<file path="src/rtl/source_arbiter.sv">
// -----------------------------------------------------------------------------
// source_arbiter
//
// Round-robin arbiter that hands a single downstream port to one of three
// byte-wide sources (alpha, beta, gamma). A source holds the grant until it
// drops its request or has moved QUOTA beats, after which the arbiter always
// spends exactly one cycle idle before it grants again.
//
// Parameters
//   QUOTA      maximum beats per grant (1..8)
//
// Ports
//   clk        sole clock, rising edge
//   reset      synchronous, active-high reset
//   req[2:0]   per-source request (bit0 alpha, bit1 beta, bit2 gamma)
//   alpha      source 0 data
//   beta       source 1 data
//   gamma      source 2 data
//   out_ready  downstream accepts a beat this cycle
//   sel[1:0]   registered source select (00 alpha, 01 beta, 10 gamma)
//   cs         registered chip select, high while a grant is held
//   grant[2:0] registered one-hot grant, zero while idle
//   out_valid  cs && req[sel]
//   out[7:0]   data of the selected source, 8'h00 while idle
// -----------------------------------------------------------------------------
module source_arbiter #(
    parameter int QUOTA = 4
) (
    input  logic       clk,
    input  logic       reset,
    input  logic [2:0] req,
    input  logic [7:0] alpha,
    input  logic [7:0] beta,
    input  logic [7:0] gamma,
    input  logic       out_ready,
    output logic [1:0] sel,
    output logic       cs,
    output logic [2:0] grant,
    output logic       out_valid,
    output logic [7:0] out
);

    typedef enum logic {
        IDLE  = 1'b0,
        GRANT = 1'b1
    } state_t;

    // Count value of the final beat a grant may carry.
    localparam logic [2:0] LAST_BEAT = 3'(QUOTA - 1);

    state_t     r_state;
    state_t     w_stateNext;
    logic [1:0] r_sel;
    logic [1:0] w_selNext;
    logic [1:0] r_last;
    logic [1:0] w_lastNext;
    logic [2:0] r_count;
    logic [2:0] w_countNext;
    logic [2:0] r_grant;
    logic [2:0] w_grantNext;
    logic [1:0] w_pick;
    logic       w_reqSel;
    logic       w_beat;

    // Request bit of the currently selected source. Written as a case so the
    // unused select code 11 reads as "not requesting" instead of indexing
    // past the end of req.
    always_comb begin
        w_reqSel = 1'b0;
        case (r_sel)
            2'd0:    w_reqSel = req[0];
            2'd1:    w_reqSel = req[1];
            2'd2:    w_reqSel = req[2];
            default: w_reqSel = 1'b0;
        endcase
    end

    // Round-robin choice: search starting at the source after the one that
    // was served last, wrapping modulo 3. Only meaningful when req != 0.
    always_comb begin
        w_pick = 2'd0;
        case (r_last)
            2'd0: begin
                if (req[1])      w_pick = 2'd1;
                else if (req[2]) w_pick = 2'd2;
                else             w_pick = 2'd0;
            end
            2'd1: begin
                if (req[2])      w_pick = 2'd2;
                else if (req[0]) w_pick = 2'd0;
                else             w_pick = 2'd1;
            end
            default: begin
                if (req[0])      w_pick = 2'd0;
                else if (req[1]) w_pick = 2'd1;
                else             w_pick = 2'd2;
            end
        endcase
    end

    // Output side: cs is simply the state flop, out_valid and out follow the
    // live request and data of the selected source.
    assign cs        = (r_state == GRANT);
    assign out_valid = cs && w_reqSel;
    assign w_beat    = out_valid && out_ready;
    assign sel       = r_sel;
    assign grant     = r_grant;

    always_comb begin
        out = 8'h00;
        if (cs) begin
            case (r_sel)
                2'd0:    out = alpha;
                2'd1:    out = beta;
                2'd2:    out = gamma;
                default: out = 8'h00;
            endcase
        end
    end

    // Next-state logic. A release always lands in IDLE, and IDLE is the only
    // state that can grant, which guarantees one idle cycle between grants.
    // While granted, sel is frozen; other request bits are ignored.
    always_comb begin
        w_stateNext = r_state;
        w_selNext   = r_sel;
        w_lastNext  = r_last;
        w_countNext = r_count;
        case (r_state)
            IDLE: begin
                if (req != 3'b000) begin
                    w_stateNext = GRANT;
                    w_selNext   = w_pick;
                    w_countNext = 3'd0;
                end
            end
            GRANT: begin
                if (!w_reqSel) begin
                    w_stateNext = IDLE;
                    w_lastNext  = r_sel;
                    w_countNext = 3'd0;
                end else if (w_beat) begin
                    if (r_count == LAST_BEAT) begin
                        w_stateNext = IDLE;
                        w_lastNext  = r_sel;
                        w_countNext = 3'd0;
                    end else begin
                        w_countNext = r_count + 3'd1;
                    end
                end
            end
            default: begin
                w_stateNext = IDLE;
                w_countNext = 3'd0;
            end
        endcase
        w_grantNext = (w_stateNext == GRANT) ? (3'b001 << w_selNext) : 3'b000;
    end

    // State registers. Reset wins over everything, including a beat that is
    // in flight, and leaves alpha as the first choice (last = gamma).
    always_ff @(posedge clk) begin
        if (reset) begin
            r_state <= IDLE;
            r_sel   <= 2'd0;
            r_last  <= 2'd2;
            r_count <= 3'd0;
            r_grant <= 3'b000;
        end else begin
            r_state <= w_stateNext;
            r_sel   <= w_selNext;
            r_last  <= w_lastNext;
            r_count <= w_countNext;
            r_grant <= w_grantNext;
        end
    end

endmodule

</file>
<file path="config.mk">
export PLATFORM = sky130hd
export DESIGN_NAME = source_arbiter
export DESIGN_NICKNAME = d
export VERILOG_FILES = /design/src/rtl/source_arbiter.sv
export SDC_FILE = /design/constraint.sdc
export NUM_CORES = 1
export LEC_CHECK = 0
export BUFFER_PORTS_ARGS = -buffer_cell sky130_fd_sc_hd__buf_4
export CORE_MARGIN = 2
export CORE_UTILIZATION = 46
export CTS_CLUSTER_DIAMETER = 100
export DETAILED_ROUTE_END_ITERATION = 10
export PLACE_DENSITY = 0.85
export SYNTH_ARGS = -nofsm -noshare
export SYNTH_HDL_FRONTEND = slang
export SYNTH_SLANG_ARGS = --single-unit
</file>
<file path="constraint.sdc">
create_clock -name clk -period 3 [get_ports clk]
set_input_delay 0.6 -clock clk [delete_from_list [all_inputs] [get_ports clk]]
set_output_delay 0.6 -clock clk [all_outputs]
set_load 0.02 [all_outputs]
</file>
* Word level (Yosys, flattened, before mapping)
Cells that the tools add are included.
Word-level totals: output and inout port bits 15, register bits 11
Operators by class: reduce and logical (&&, ||, !) cells 8, mux-type cells 25, add/subtract/negate cells 1, shift-type cells 1, bitwise logic cells 2, eq/ne operators 8
Operators with widths (number):
- $pmux W8 S3 | 1
- $mux W2 | 10
- $mux W3 | 4
- $mux W8 | 1
- $pmux W3 S2 | 1
- $mux W1 | 5
- $eq A2 B1 Y1 const B | 2
- $logic_not A2 Y1 | 2
- $ne A2 B1 Y1 const B | 2
- $pmux W2 S2 | 1
- $add A3 B1 Y3 const B | 1
- $eq A3 B2 Y1 const B | 1
- $ne A3 B2 Y1 const B | 1
- $pmux W1 S3 | 1
- $reduce_and A3 Y1 | 1
- $reduce_bool A3 Y1 | 1
- $shl A1 B2 Y3 const A | 1
- $eq A2 B2 Y1 const B | 1
- $logic_and A1 B1 Y1 | 2
- $ne A2 B2 Y1 const B | 1
- $not A1 Y1 | 2
- $pmux W1 S2 | 1
- $reduce_and A2 Y1 | 1
- $reduce_or A2 Y1 | 1

* Logic depth before layout (Yosys ltp)
Gate-level depths: netlist of run 1.
depth in word-level cells 9, depth in mapped cells 6

* Worst setup path after synthesis of run 1
No wires, ideal clock.
path kind register to output, start point register r_state, in the netlist cs, end point output port out_valid, path slack 970 ps, path buffers 1, cell stages (with the launch flop) 4, arrival time 1430 ps, cell sequence dfxtp_1 -> buf_4 -> nand2_1 -> o32ai_1
Between the ends: cells in the longest elaborated chain, start to end 1
RTL lines:
- from (decl) | RTL line 51 | state_t r_state;
- from (signal assigned) | RTL line 170 | r_state <= w_stateNext;
- $logic_and A1 B1 Y1 | RTL line 104 | assign out_valid = cs && w_reqSel;
- to (decl) | RTL line 39 | output logic out_valid,
No other way between the ends.

* Worst setup path after layout of run 1
start point register r_sel[0], in the netlist sel[0], end point output port out[1]
Between the ends: cells in the longest elaborated chain, start to end 3, elaborated cells on any way between the ends 5, classes of those cells eq/ne: 2; mux: 2; reduce/logical: 1
RTL lines:
- from (decl) | RTL line 53 | logic [1:0] r_sel;
- from (signal assigned) | RTL line 171 | r_sel <= w_selNext;
- $eq A2 B2 Y1, or another cell as far along | RTL line 112 | case (r_sel)
- $pmux W8 S3 (*) | RTL line 112
- $mux W8 (*) | RTL line 111 | if (cs) begin
- to (decl) | RTL line 40 | output logic [7:0] out
Every way passes the cells marked *; elsewhere a longest branch is shown, timed or not.

==> results of run 1 <==
-- kinds of logic (layout without fill, tap and decap cells) --
logic type,after synthesis,count (layout)
and+or+nand+nor,43,43
AOI/OAI and AO/OA,21,21
muxes,12,12
DFF,11,11
buffers and inverters,10,53
adders and majority gates,1,1
-- placed cells by master, fill, tap and decap left out, types with 3 or more instances in the layout --
master	Yosys	layout
o21ai_0	8	8
mux2i_1	11	11
nor3_1	5	5
buf_4	1	45
o32ai_1	3	3
clkbuf_4	0	3
and2_1	8	8
nand2_1	13	13
inv_1	4	4
nor2b_1	5	5
dfxtp_1	11	11
nor2_1	6	6
-- path summary, 6_finish.rpt --
path         slack [ns]       start          to  depth (start not counted)
max                0.47      sel[0]      out[1]                          5
min                0.50  r_count[2]  r_count[2]                          1
max reg2reg        0.96      sel[0]  r_count[0]                          4
min reg2reg        0.50  r_count[2]  r_count[2]                          1
-- worst reg2reg max path, cell delays in order, from the launching register on --
cell	delay [ns]
dfxtp_1	0.82
mux2i_1	0.20
o311a_1	0.37
or4b_1	0.47
o41ai_1	0.08
-- sequential cells by signal, summed over array words and instances (netlist names) --
signal	flops
grant	3
r_count	3
r_last	2
sel	2
cs	1
-- report_power, final --
group / internal, mW / switching (mW) / total (mW)
clock: 0.0495 / 0.0532 / 0.103
combinational: 0.0866 / 0.0809 / 0.168
sequential: 0.156 / 0.0177 / 0.174
-- layer usage --
layer / global-route usage [%] / up-vias / part of all wire (%)
li1: - / 440 / -
met1: 31.5 / 398 / 42
met2: 37.1 / 43 / 49
met3: 3.20 / 2 / 7.7
met4: 10.6 / 0 / 1.0
met5: 0 / - / 0
-- through the flow --
| stage | area [µm²] | worst slack [ns] | hold WS (ns) |
|---|---|---|---|
| after floorplan | 782 | 0.970 | 0.440 |
| after global placement | 1100 | 0.780 | 0.464 |
| after detailed placement | 1100 | 0.765 | 0.481 |
| after CTS | 1130 | 0.457 | 0.492 |
| after global routing | 1130 | 0.313 | 0.518 |
| final | 1130 | 0.467 | 0.500 |
-- final cells by class --
cell class | count | share of cell area (%)
clock inverter | 1 | 0.442
timing repair buffer | 45 | 29.8
tap | 16 | 1.77
multi-input combinational | 77 | 45.2
clock buffer | 3 | 1.99
inverter | 4 | 1.33
sequential | 11 | 19.4
==> impl_metrics.csv, run 1 <==
group,metric,value,unit
outcome,outcome,"finished, final reports clean",
route,viasPerCell,5.62,
timing,skew,0.0114,ns
logic_synthesis,synth-compound-area-share,18.9,%
global_route,grt_max_degree,19,
timing,period_share,84.4,%
clock_network,numCtsBuffers,3,
logic_synthesis,synth_top_family_by_area,"simple AND/OR/NAND/NOR gates",
logic_synthesis,async_flop_share,0,%
global_route,grt.total_usage,23.5,%
floorplanning,die_w,45.2,µm
route,wl,2.23,mm
hold_path,min_path_type,"reg2reg",
route,wl_per_cell,14.2,µm
place,gp_congestion,0.800,
timing,setup_viol,0,
global_route,grt_pass1_wl,3.53,mm
logic_synthesis,yosysSeqAreaShare,28.2,%
logic_synthesis,synth_area_leaders,"dfxtp_1 (28%), mux2i_1 (14%), and2_1 (6.4%), nand2_1 (6.2%), o21ai_0 (5.1%)",
place,dp_hpwl,1.72,mm
global_route,gr-total-overflow,0,
clock_network,cts-root-buf,"clkbuf_4",
route,dr.pass1.iters,4,
floorplanning,core,0.00154,mm²
logic_synthesis,synth_cell_types,29,
worst_setup_path,critPathKind,"reg2out",
logic_synthesis,synthAdderAreaFrac,1.60,%
timing,period_minus_slack,2.53,ns
logic_synthesis,synth_most_common_cell,"nand2_1",
power,p_total,0.444,mW
logic_synthesis,synth_simple_gate_area_share,29.4,%
logic_synthesis,synth.avg_cell_area,7.98,µm²
worst_setup_path,crit_buf_inv,1,
final_layout,syn2layout_area_growth,44.8,%
final_layout,layout-drive-gt1-share,35.5,%
route,drtAntennaViolNets,0,
timing,final.setup.tns,0,ns
floorplanning,start_util,50.7,%
run,cap_violations,0,
logic_synthesis,syn_inst,98,
clock_network,cts.sinks,11,
clock_network,h-tree-depth,1,
worst_setup_path,cp.required,2.40,ns
final_layout,diodes,0,
floorplanning,ios,45,
final_layout,nFillCells,127,
floorplanning,dieArea,0.00205,mm²
final_layout,fin_util,73.5,%
clock_network,clock_latency,0.28,ns
worst_setup_path,worst_path_max_delay_cell,"dfxtp_1",
worst_setup_path,critPathArrivalTime,1.93,ns
floorplanning,die_height,45.2,µm
worst_setup_path,max_stage_delay,0.82,ns
logic_synthesis,ys_warn_count,0,
worst_setup_path,crit_fanout,18,
logic_synthesis,synthTopCellsByCount,"nand2_1 (13), dfxtp_1 (11), mux2i_1 (11)",
logic_synthesis,yosysTopAreaCell,"dfxtp_1",
place,place_inst,153,
logic_synthesis,yosysTopAreaCellShare,28.2,%
final_layout,multiInputGateArea,512,µm²
timing,rsz0062_at_grt,"false",
final_layout,finalNetCount,173,
timing,hold_viol_final,0,
clock_network,clk_pin_slew,0.08,ns
logic_synthesis,synth_xor_area_share,0,%
clock_network,cts_hold_buffers,0,
clock_network,post_cts_buffers,0,
logic_synthesis,synth_mux_area_share,15.5,%
timing,slew_headroom,48.8,%
logic_synthesis,ys_seq_elements,11,
clock_network,clockBufferDepth,2,
power,power_density,392,mW/mm²
power,ir_drop,0.276,mV
route,drc,0,
logic_synthesis,syn_nets,129,
final_layout,seq_area,220,µm²
power,p_leak,0.509,nW
clock_network,post_cts_resized,0,
worst_setup_path,path_delay_family,"flip-flops",
timing,worst_pin_slew,0.767,ns
place,io_buffers,44,
timing,max_freq,395,MHz
route,drt_iter0_drc,19,
route,vias,883,
logic_synthesis,synth_edf_count,0,
final_layout,fin_cells,157,
timing,slew_violations,0,
logic_synthesis,synth-main-ff-cell,"dfxtp_1",
global_route,antenna_found_initial,0,
global_route,grt_pass1_vias,780,
floorplanning,rows,14,
worst_setup_path,setup.worst_path.start_class,"register",
clock_network,cts_tree,"yes",
worst_setup_path,critPathCaptureType,"output pin",
logic_synthesis,syn_area,782,µm²
worst_setup_path,worstPathCellList,"nor2b_1 -> nand2_1 -> o21ai_0 -> and2_1 -> buf_4",
Power figures use the tool's default switching activity.
==> run 2, diff against run 1 <==
- ABC_AREA: not set -> 1
- CORE_UTILIZATION: 46 -> 38
- PLACE_DENSITY: 0.85 -> 0.76
- clock period: 3 -> 2 ns (I/O delays scaled with it)
==> run 2 against run 1 <==
Net effect:
- critical endpoint is now out[2]
- highest routed layer unchanged
- synthesized cell count is 39% higher
- core utilization is 13 points lower
- worst setup slack worse by 0.32 ns
- total power is 50% higher
- critical path type unchanged
- register-to-register slack worse by 0.24 ns
==> impl_metrics.csv, run 2 <==
group,metric,value,unit
outcome,outcome,"finished, final reports clean",
hold_path,min_path_type,"in2reg",
logic_synthesis,async_flop_share,0,%
logic_synthesis,synth_area_leaders,"dfxtp_1 (29%), nand2_1 (24%), inv_1 (12%), nand3_1 (9.1%), nor2_1 (8.8%)",
power,power_density,569,mW/mm²
logic_synthesis,ys_warn_count,0,
route,drc,0,
place,place_ws,0.183,ns
route,drt_iter0_drc,14,
worst_setup_path,reg2regPathDepth,7,
clock_network,cts_tree,"yes",
final_layout,finalNetCount,216,
timing,worst_pin_slew,0.373,ns
route,viasPerCell,4.52,
floorplanning,core,0.00194,mm²
timing,max_freq,539,MHz
power,p_total,0.664,mW
route,dr.pass1.iters,4,
timing,timing.hold.ws,0.306,ns
run,cap_violations,0,
floorplanning,die_height,49.0,µm
power,p_leak,0.696,nW
logic_synthesis,synth-main-ff-cell,"dfxtp_1",
clock_network,clock_latency,0.27,ns
global_route,antenna_found_initial,0,
logic_synthesis,synthTopCellsByCount,"nand2_1 (50), inv_1 (25), nor2_1 (18)",
final_layout,layout-drive-gt1-share,31.0,%
final_layout,fin_util,60.1,%
timing,slew_violations,0,
logic_synthesis,syn_inst,136,
final_layout,syn2layout_area_growth,52.0,%
clock_network,cts-root-buf,"clkbuf_4",
route,wl,2.02,mm
logic_synthesis,synth_cell_types,14,
place,dp_hpwl,1.60,mm
floorplanning,die_w,49.0,µm
logic_synthesis,yosysTopAreaCellShare,28.7,%
final_layout,final_cell_mix,"nand2_1 (50), buf_4 (45), inv_1 (25)",
floorplanning,start_util,39.6,%
hold_path,hold_depth,2,
route,vias,953,
logic_synthesis,yosysSeqAreaShare,28.7,%
worst_setup_path,cp.required,1.60,ns
clock_network,cts.sinks,11,
timing,period_share,92.8,%
place,io_buffers,44,
logic_synthesis,ys_seq_elements,11,
final_layout,diodes,0,
worst_setup_path,crit_fanout,8,
floorplanning,dieArea,0.00240,mm²
power,ir_drop,0.457,mV
clock_network,numCtsBuffers,3,
logic_synthesis,syn_area,768,µm²
timing,rsz0062_at_grt,"false",
global_route,gr-total-overflow,0,
global_route,grt_max_degree,11,
route,wl_per_cell,9.57,µm
final_layout,nFillCells,201,
global_route,grt.total_usage,17.1,%
timing,slew_headroom,75.1,%
logic_synthesis,yosysTopAreaCell,"dfxtp_1",
logic_synthesis,synth_most_common_cell,"nand2_1",
logic_synthesis,synth_edf_count,0,
timing,setup_viol,0,
timing,skew,0.000812,ns
worst_setup_path,critPathCaptureType,"output pin",
logic_synthesis,synth.avg_cell_area,5.65,µm²
worst_setup_path,critPathKind,"reg2out",
clock_network,h-tree-depth,1,
clock_network,clockBufferDepth,2,
logic_synthesis,syn_nets,167,
place,gp_congestion,0.754,
timing,final.setup.tns,0,ns
global_route,grt_pass1_vias,858,
floorplanning,ios,45,
worst_setup_path,setup.worst_path.start_class,"register",
route,drtAntennaViolNets,0,
final_layout,layout_commonest_cell,"nand2_1",
timing,hold_viol_final,0,
global_route,grt_pass1_wl,3.35,mm
timing,finalWorstSetupSlack,0.144,ns
floorplanning,rows,16,
clock_network,clk_pin_slew,0.07,ns
timing,period_minus_slack,1.86,ns
clock_network,cts_hold_buffers,0,
worst_setup_path,critPathArrivalTime,1.46,ns
-- run 2: cell count changes after synthesis, sizes merged, moves of 3 or more --
cell    previous run  this run
nand2             13        52
inv                4        25
nand3              0        16
nor2               6        19
mux2i             11         0
and2               8         0
nor2b              5         0
nor3               5         0
o21ai              9         5
clkbuf             3         0
o32ai              3         0
-- run 2: kinds of logic (layout without fill, tap and decap cells) --
family / count (synthesis) / after routing / share of synthesized area (%)
AO/OA/AOI/OAI: 10 / 10 / 7.16
adder cells (fa/ha/maj): 1 / 1 / 1.63
buffers and inverters: 26 / 74 / 13.7
AND/OR/NAND/NOR: 88 / 88 / 48.9
flip-flops: 11 / 11 / 28.7
-- run 2: worst paths after layout --
check	startpoint	endpoint	slack, ns
setup reg to reg	sel[1]	r_last[0]	0.72
hold / removal	reset	sel[1]	0.31
hold reg to reg	r_count[0]	r_count[0]	0.54
setup / recovery	sel[0]	out[2]	0.14
-- run 2: area by class of cell --
cell class              count  area [µm²]  area share (%)
multi-input cells          99         453            38.8
repair buffers             45         338            28.9
flip-flops and latches     11         223            19.1
inverters                  25        93.8            8.04
well taps                  27        33.8            2.89
clock buffers               4        26.3            2.25
-- run 2: timing repair --
item                                    in CTS  in global routing
endpoints found under the setup margin       8                  8
setup buffers                                0                  0
resized for setup                            2                  3
-- run 2: routing by layer --
layer  GRT usage, %  wire length, µm  vias up
met4           7.14               36        0
met1           20.2              942      403
met3           2.45              139        5
met5              0                0        -
met2           30.8              900       36
li1               -                -      509
-- run 2: per-stage QoR --
step | instance area (µm²) | std cells
after floorplan | 768 | 136
after global placement | 1130 | 207
after detailed placement | 1130 | 207
after CTS | 1160 | 211
after global routing | 1170 | 211
final | 1170 | 211
-- run 2: worst max-delay path, cell delays in order (launching register included) --
cell and delay [ns]:
dfxtp_2 0.43, inv_1 0.09, nor2_2 0.24, nand2_1 0.10
nand3_1 0.09, nand2_1 0.05, inv_1 0.06, buf_4 0.13
-- run 2: report_power, final --
part / total [mW] / leakage, nW / internal (mW) / switching (mW)
clock network: 0.149 / 0.0150 / 0.0773 / 0.0722
logic: 0.256 / 0.590 / 0.118 / 0.138
registers: 0.258 / 0.0911 / 0.237 / 0.0211
total: 0.664 / 0.696 / 0.432 / 0.232
==> run 3, diff against run 2 <==
- CELL_PAD_IN_SITES_DETAIL_PLACEMENT: not set -> 0
- CELL_PAD_IN_SITES_GLOBAL_PLACEMENT: not set -> 2
- CORE_UTILIZATION: 38 -> 17
- PLACE_DENSITY: 0.76 -> 0.74
==> run 3 against run 2 <==
Net effect:
- final cell count is 13% higher
- first-iteration DRC count rose to 2.8 times the previous value
- wire length is 19% higher
- worst setup slack worse by 0.010 ns
- clock skew is essentially flat
- critical path type unchanged
- fmax decreased by 0.53%
- largest cell class unchanged
- clock power increased by 43%
- sequential cell count stayed put
==> impl_metrics.csv, run 3 (synthesized netlist as in run 2, its figures left out) <==
group,metric,value,unit
final_layout,diodes,0,
power,clkPwrFrac,29.0,%
timing,hold_viol_final,0,
route,drt_iter0_drc,39,
timing,worst_pin_slew,0.572,ns
run,cap_violations,0,
timing,slew_headroom,61.8,%
worst_setup_path,crit_fanout,8,
power,swShare,32.0,%
power,p_total,0.735,mW
floorplanning,ios,45,
worst_setup_path,critPathCaptureType,"output pin",
timing,slew_violations,0,
route,wl,2.40,mm
route,drc,0,
clock_network,clk_pin_slew,0.05,ns
route,viasPerCell,4.03,
outcome,outcome,"finished, final reports clean",
power,p_switching,0.236,mW
route,dr.pass1.iters,4,
floorplanning,start_util,17.6,%
final_layout,nFillCells,505,
global_route,antenna_found_initial,0,
final_layout,finalNetCount,219,
final_layout,layout-drive-gt1-share,30.5,%
worst_setup_path,critPathKind,"reg2out",
timing,period_share,93.3,%
power,p_int,0.499,mW
worst_setup_path,setup.worst_path.start_class,"register",
timing,setup_viol,0,
final_layout,layout_commonest_cell,"nand2_1",
route,drtAntennaViolNets,0,
final_layout,seq_area,221,µm²
worst_setup_path,critPathArrivalTime,1.47,ns
timing,final.setup.tns,0,ns
floorplanning,core,0.00435,mm²
power,p_leak,0.720,nW
place,dp_hpwl,1.94,mm
global_route,grt_pass1_vias,942,
floorplanning,rows,24,
clock_network,cts-root-buf,"clkbuf_8",
timing,skew,0.000448,ns
place,io_buffers,44,
final_layout,syn2layout_area_growth,59.9,%
floorplanning,die_w,71.2,µm
clock_network,cts_tree,"yes",
clock_network,cts_hold_buffers,0,
global_route,grt.total_usage,9.80,%
timing,max_freq,536,MHz
power,ir_drop,0.331,mV
timing,period_minus_slack,1.87,ns
floorplanning,dieArea,0.00507,mm²
power,p_comb_share,35.4,%
clock_network,cts.sinks,11,
clock_network,clock_latency,0.23,ns
final_layout,final_cell_mix,"nand2_1 (50), buf_4 (48), inv_1 (25)",
power,pwr-share-seq,35.6,%
global_route,grt_pass1_wl,4.09,mm
global_route,gr-total-overflow,0,
power,power_density,598,mW/mm²
clock_network,numCtsBuffers,3,
final_layout,multiInputGateArea,443,µm²
route,wl_per_cell,10.0,µm
global_route,grt_max_degree,15,
timing,rsz0062_at_grt,"false",
route,vias,963,
floorplanning,die_height,71.2,µm
timing,timing.hold.ws,0.349,ns
hold_path,min_path_type,"in2reg",
clock_network,clockBufferDepth,2,
place,gp_congestion,0.814,
clock_network,h-tree-depth,1,
worst_setup_path,cp.required,1.60,ns
run 3: cell count changes in the layout (fill, tap and decap cells not counted):
cell,previous run,this run
nor2_1,16,18
dfxtp_1,9,10
buf_4,45,48
nor2_2,1,0
nor2_4,2,1
clkbuf_4,3,0
dfxtp_2,2,1
clkbuf_8,0,3
run 3: metrics by stage:
step / setup slack, ns / util (%) / cells / cell area [µm²]
floorplan: 0.319 / - / 136 / 768
global placement: 0.340 / 27.2 / 235 / 1180
detailed placement: 0.345 / 27.2 / 235 / 1180
CTS: 0.0885 / 28.2 / 239 / 1230
global route: 0.0284 / 28.2 / 239 / 1230
finish: 0.134 / 28.2 / 239 / 1230
run 3: power groups by stage:
stage	sequential, mW	combinational, mW	clock, mW
after global placement	0.265	0.263	0
after global routing	0.264	0.291	0.230
after detailed placement	0.266	0.263	0
after floorplan	0.269	0.136	0
final	0.262	0.260	0.213
after CTS	0.262	0.264	0.223
run 3: metal layers:
metal	up-vias	wire length, µm	GRT usage (%)
li1	518	-	-
met3	4	219	1.41
met5	-	0	0
met4	0	34	3.77
met1	399	1080	12.7
met2	42	1060	16.5
run 3: area by class of cell:
| class | instances | share of cell area, % |
|---|---|---|
| Timing Repair Buffer | 48 | 29.3 |
| Multi-Input combinational cell | 99 | 36.0 |
| Tap cell | 52 | 5.30 |
| Sequential cell | 11 | 18.0 |
| Inverter | 25 | 7.64 |
| Clock buffer | 4 | 3.67 |
run 3: worst max-delay path: stages (launching register included):
cell and delay (ns):
dfxtp_1 0.48, inv_1 0.10, nor2_1 0.10, buf_4 0.16, nand2_1 0.07, nand3_1 0.08
nand2_1 0.05, inv_1 0.07, buf_4 0.13
run 3: final timing paths:
path,from,end,depth (start not counted),slack (ns)
setup / recovery,sel[0],out[2],8,0.13
hold / removal,reset,sel[1],2,0.35
setup reg to reg,cs,r_count[2],5,0.56
hold reg to reg,r_count[1],r_count[1],4,0.52
run 3: repair_timing:
action                     CTS  global route
setup endpoints to repair    0             2
setup buffers                0             0
gates resized for setup      0             1
